===== config.mk =====
export PLATFORM = sky130hd
export DESIGN_NAME = nibble_serial_adder
export DESIGN_NICKNAME = d
export VERILOG_FILES = /design/src/rtl/nibble_serial_adder.sv
export SDC_FILE = /design/constraint.sdc
export NUM_CORES = 1
export LEC_CHECK = 0
export CAP_MARGIN = 40
export CORE_MARGIN = 5
export CORE_UTILIZATION = 45
export DETAILED_ROUTE_END_ITERATION = 10
export PLACE_DENSITY_LB_ADDON = 0.15
export SKIP_LAST_GASP = 1
export SYNTH_ARGS = -nofsm -noshare
export SYNTH_HDL_FRONTEND = slang
export SYNTH_SLANG_ARGS = --single-unit

===== constraint.sdc =====
create_clock -name clk -period 2.8 [get_ports clk]
set_input_delay 0.56 -clock clk [delete_from_list [all_inputs] [get_ports clk]]
set_output_delay 0.56 -clock clk [all_outputs]
set_load 0.03 [all_outputs]

===== src/rtl/nibble_serial_adder.sv =====
// Multi-cycle WIDTH-bit adder that reuses one 4-bit carry-lookahead slice, one nibble per clock.
// Optional signed-overflow output V is built only when OVERFLOW_FLAG_EN is defined.
module nibble_serial_adder #(
  parameter int WIDTH = 16
) (
  input  logic             clk,
  input  logic             rst,
  input  logic             in_valid,
  output logic             in_ready,
  input  logic [WIDTH-1:0] A,
  input  logic [WIDTH-1:0] B,
  input  logic             Cin,
  output logic             out_valid,
  input  logic             out_ready,
  output logic [WIDTH-1:0] Sum,
  output logic             Cout
`ifdef OVERFLOW_FLAG_EN
  ,
  output logic             V
`endif
);

  localparam int NIB = WIDTH / 4;
  localparam int CW  = (NIB > 1) ? $clog2(NIB) : 1;

  typedef enum logic [1:0] {IDLE, RUN, DONE} state_e;

  state_e           state_q;
  logic [WIDTH-1:0] a_q, b_q, sum_q;
  logic             carry_q, cout_q;
  logic             in_ready_q, out_valid_q;
  logic [CW-1:0]    cnt_q;
`ifdef OVERFLOW_FLAG_EN
  logic             v_q;
`endif

  // Bit offset of the nibble currently being added.
  logic [CW+1:0] nib_lsb;
  assign nib_lsb = {cnt_q, 2'b00};

  logic [3:0] slice_a, slice_b, g, p, c_d, sum_d;
  logic       cout_d, last_step;

  // Carry-lookahead slice: c_d[i] is the carry into bit i of the current nibble.
  // NOTE: every combinational output gets a value on every path, so no latches are inferred.
  always_comb begin
    slice_a = a_q[nib_lsb +: 4];
    slice_b = b_q[nib_lsb +: 4];
    g       = slice_a & slice_b;
    p       = slice_a ^ slice_b;
    c_d[0]  = carry_q;
    c_d[1]  = g[0] | (p[0] & carry_q);
    c_d[2]  = g[1] | (p[1] & g[0]) | (p[1] & p[0] & carry_q);
    c_d[3]  = g[2] | (p[2] & g[1]) | (p[2] & p[1] & g[0]) | (p[2] & p[1] & p[0] & carry_q);
    cout_d  = g[3] | (p[3] & g[2]) | (p[3] & p[2] & g[1]) | (p[3] & p[2] & p[1] & g[0])
            | (p[3] & p[2] & p[1] & p[0] & carry_q);
    sum_d   = p ^ c_d;
  end

  assign last_step = (cnt_q == CW'(NIB - 1));

  // NOTE: all state uses non-blocking assignments so every register samples pre-edge values.
  always_ff @(posedge clk) begin
    if (rst) begin
      state_q     <= IDLE;
      a_q         <= '0;
      b_q         <= '0;
      sum_q       <= '0;
      carry_q     <= 1'b0;
      cout_q      <= 1'b0;
      cnt_q       <= '0;
      in_ready_q  <= 1'b1;
      out_valid_q <= 1'b0;
`ifdef OVERFLOW_FLAG_EN
      v_q         <= 1'b0;
`endif
    end else begin
      case (state_q)
        IDLE: begin
          if (in_valid && in_ready_q) begin
            a_q        <= A;
            b_q        <= B;
            carry_q    <= Cin;
            cnt_q      <= '0;
            in_ready_q <= 1'b0;
            state_q    <= RUN;
          end
        end
        RUN: begin
          sum_q[nib_lsb +: 4] <= sum_d;
          carry_q             <= cout_d;
          if (last_step) begin
            // Counter is left at NIB-1 rather than wrapping; it is cleared on the next accept.
            cout_q      <= cout_d;
`ifdef OVERFLOW_FLAG_EN
            v_q         <= cout_d ^ c_d[3];
`endif
            out_valid_q <= 1'b1;
            state_q     <= DONE;
          end else begin
            cnt_q <= cnt_q + 1'b1;
          end
        end
        DONE: begin
          if (out_ready) begin
            out_valid_q <= 1'b0;
            in_ready_q  <= 1'b1;
            state_q     <= IDLE;
          end
        end
        default: begin
          in_ready_q  <= 1'b1;
          out_valid_q <= 1'b0;
          state_q     <= IDLE;
        end
      endcase
    end
  end

  assign in_ready  = in_ready_q;
  assign out_valid = out_valid_q;
  assign Sum       = sum_q;
  assign Cout      = cout_q;
`ifdef OVERFLOW_FLAG_EN
  assign V         = v_q;
`endif

endmodule


==> metrics.yaml <==
sta:
  slew_viol_final: 0
  fin_crit_ns: 2.61
  finalSetupTns_ns: 0
  rsz0062_at_grt: "no"
  finalSetupViolCount: 0
  fin_crit_sh_pct: 93.1
  hold_violations: 0
  relSlewSlack_pct: 49.2
  finClkSkew_ns: 0.00818
  worstMarginPinSlew_ns: 0.752
  fin_hold_ws_ns: 0.459
  fmax_mhz: 383
run_status:
  outcome: "finished clean"
hold_path:
  hp-class: "flip-flop to flip-flop"
  hold_depth: 2
  min_to: "b_q[8]"
  min_from: "b_q[8]"
global_route:
  overflow: 0
  grt_pass1_vias: 2026
  grtUsageTotal_pct: 16.0
  antenna_found_initial: 0
  grt_first_pass_wirelength_mm: 9.26
  grt_max_degree: 39
routing:
  num_vias: 2104
  first_iter_violations: 154
  first_pass_iters: 4
  viasPerCell: 5.26
  wl_mm: 5.53
  ant_nets: 0
  routedWlPerCell_um: 13.8
  drc_errors: 0
place:
  port_buffers: 55
  dpl_cell_area_mm2: 0.00307
  place_hpwl_mm: 4.03
  gp_congestion: 0.826
die:
  die_area_mm2: 0.00707
  coreArea_mm2: 0.00541
  die_w_um: 84.1
  initial_core_util_pct: 45.7
  die_h_um: 84.1
  row_count: 27
  num_io_pins: 56
final_layout:
  stdcell_area_mm2: 0.00318
  drive_gt1_share_pct: 8.23
  final_nets: 375
  mostFrequentLayoutCells: "69 x nand2_1, 55 x dfxtp_1, 54 x clkdlybuf4s50_1"
  syn2layout_area_growth_pct: 28.8
  layout_commonest_cell: "nand2_1"
  antenna_cells: 0
worst_setup_path:
  required_ns: 3.05
  crit_arrival_ns: 2.86
  critPathKind: "flip-flop to flip-flop"
  end_kind: "flip-flop"
  worstRegToRegCells: 6
  r2r_start: "cnt_q[1]"
  rrSetupSlack_ns: 0.19
  cp_max_fo: 7
  worst_r2r_endpoint: "Sum[7]"
  startpoint_type: "flip-flop"
yosys:
  post-synth-top-area-fraction_pct: 45.4
  synth.area.top_cells: "dfxtp_1 45%, nand2_1 10%, a21oi_1 7.7%"
  syn-mean-instance-area_um2: 8.88
  synth_top_cell_by_area: "dfxtp_1"
  ys_seq_elements: 56
  yosys_warnings: 0
  synthDistinctLibCells: 36
  syn_area_mm2: 0.00247
  seq_area_frac_synth_pct: 45.4
  synthCells: 278
  synth_nets: 326
clocking:
  cts_buffer_depth: 2
  path_clk_slew_ns: 0.10
  ctsHtreeMaxLevel: 2
  cts_buffers: 5
  clkSinkCount: 56
  clock_latency_ns: 0.31
  root_buffer: "clkbuf_8"
  cts_tree: "yes"
  cts_hold_buf: 0
power_and_ir_drop:
  powerDensity_mw_per_mm2: 518
  p_leak_nw: 1.13
  ir_drop_v: 0.000299
run:
  drv_cap: 0
[repair_timing]
action	4_1_cts	5_1_grt
endpoints found under the setup margin	0	1
gates resized for setup	0	1
setup buffers	0	0
[logic make-up (layout without fill, tap and decap cells)]
family,after synthesis,in the layout,share of synthesized area (%)
and+or+nand+nor,112,112,20.6
AOI/OAI and AO/OA,62,62,14.9
DFF,56,56,45.4
buffers and inverters,26,76,4.66
adders and majority gates,11,11,5.88
muxes,10,10,8.16
xor gates and xnor gates,1,1,0.355
[power breakdown]
part	switching [mW]	internal (mW)	total (mW)
logic	0.132	0.130	0.262
clock network	0.253	0.266	0.518
registers	0.0315	0.834	0.866
total	0.416	1.23	1.65
[state kept, by name (all words and copies together), names as in the netlist]
register   count
Cout           1
Sum           16
a_q           16
b_q           16
carry_q        1
cnt_q          2
in_ready       1
out_valid      1
state_q        2
[worst max-delay path by stage]
stage / from / slack (ns) / to / cells after the start
2_1_floorplan: cnt_q[1] / 0.09 / Sum[3] / 7
3_3_place_gp: cnt_q[0] / 0.20 / Sum[7] / 6
3_5_place_dp: cnt_q[0] / 0.15 / Sum[7] / 6
4_1_cts: cnt_q[0] / 0.12 / Sum[7] / 6
5_1_grt: cnt_q[1] / 0.05 / Sum[3] / 6
6_report: cnt_q[1] / 0.19 / Sum[7] / 6
[critical path, stage by stage (launching register included)]
cell and delay, ns:
dfxtp_1 0.53, mux4_2 0.59, ha_1 0.31, a211oi_1 0.09, or3b_4 0.44, a2111o_1 0.44
o21ai_1 0.14
[synthesized netlist by cell type, drive strengths merged]
| library cell | count |
|---|---|
| dfxtp | 56 |
| nor4b | 3 |
| a2111o | 1 |
| nor2b | 1 |
| nor3 | 1 |
| nand2 | 69 |
| nor3b | 1 |
| nand3b | 8 |
| a21oi | 38 |
| o22ai | 1 |
| o21bai | 1 |
| ha | 10 |
| fa | 1 |
| o21ai | 5 |
| buf | 7 |
| nand3 | 2 |
| mux2 | 1 |
| or3b | 1 |
| a32oi | 4 |
| clkbuf | 11 |
| xor2 | 1 |
| a211oi | 1 |
| nand2b | 1 |
| or3 | 1 |
| mux2i | 1 |
| nor4bb | 1 |
| a22oi | 9 |
| nor4 | 1 |
| inv | 8 |
| a221oi | 2 |
| nor2 | 22 |
| mux4 | 8 |
[metal layers]
metal / global-route usage [%] / part of all wire (%)
met1: 20.1 / 44
met2: 27.1 / 49
met3: 3.65 / 5.9
met4: 4.82 / 1.1
met5: 0 / 0
[final cells by class]
cell class              count  area, um2
fillers                   515       2220
multi-input cells         196       1250
flip-flops and latches     56       1120
repair buffers             60        583
well taps                  72       90.1
clock buffers               6       72.6
clock inverters             2       35.0
inverters                   8       30.0
[through the flow]
step | power [mW] | utilization, % | setup slack, ns | cells
finish | 1.65 | 58.8 | 0.192 | 400
global route | 1.72 | 58.8 | 0.0479 | 400
CTS | 1.66 | 58.8 | 0.121 | 400
detailed placement | 1.15 | 56.8 | 0.146 | 392
global placement | 1.14 | 56.8 | 0.197 | 392
floorplan | 1.04 | - | 0.0906 | 278
No activity file was read; power rests on OpenSTA's default activity.
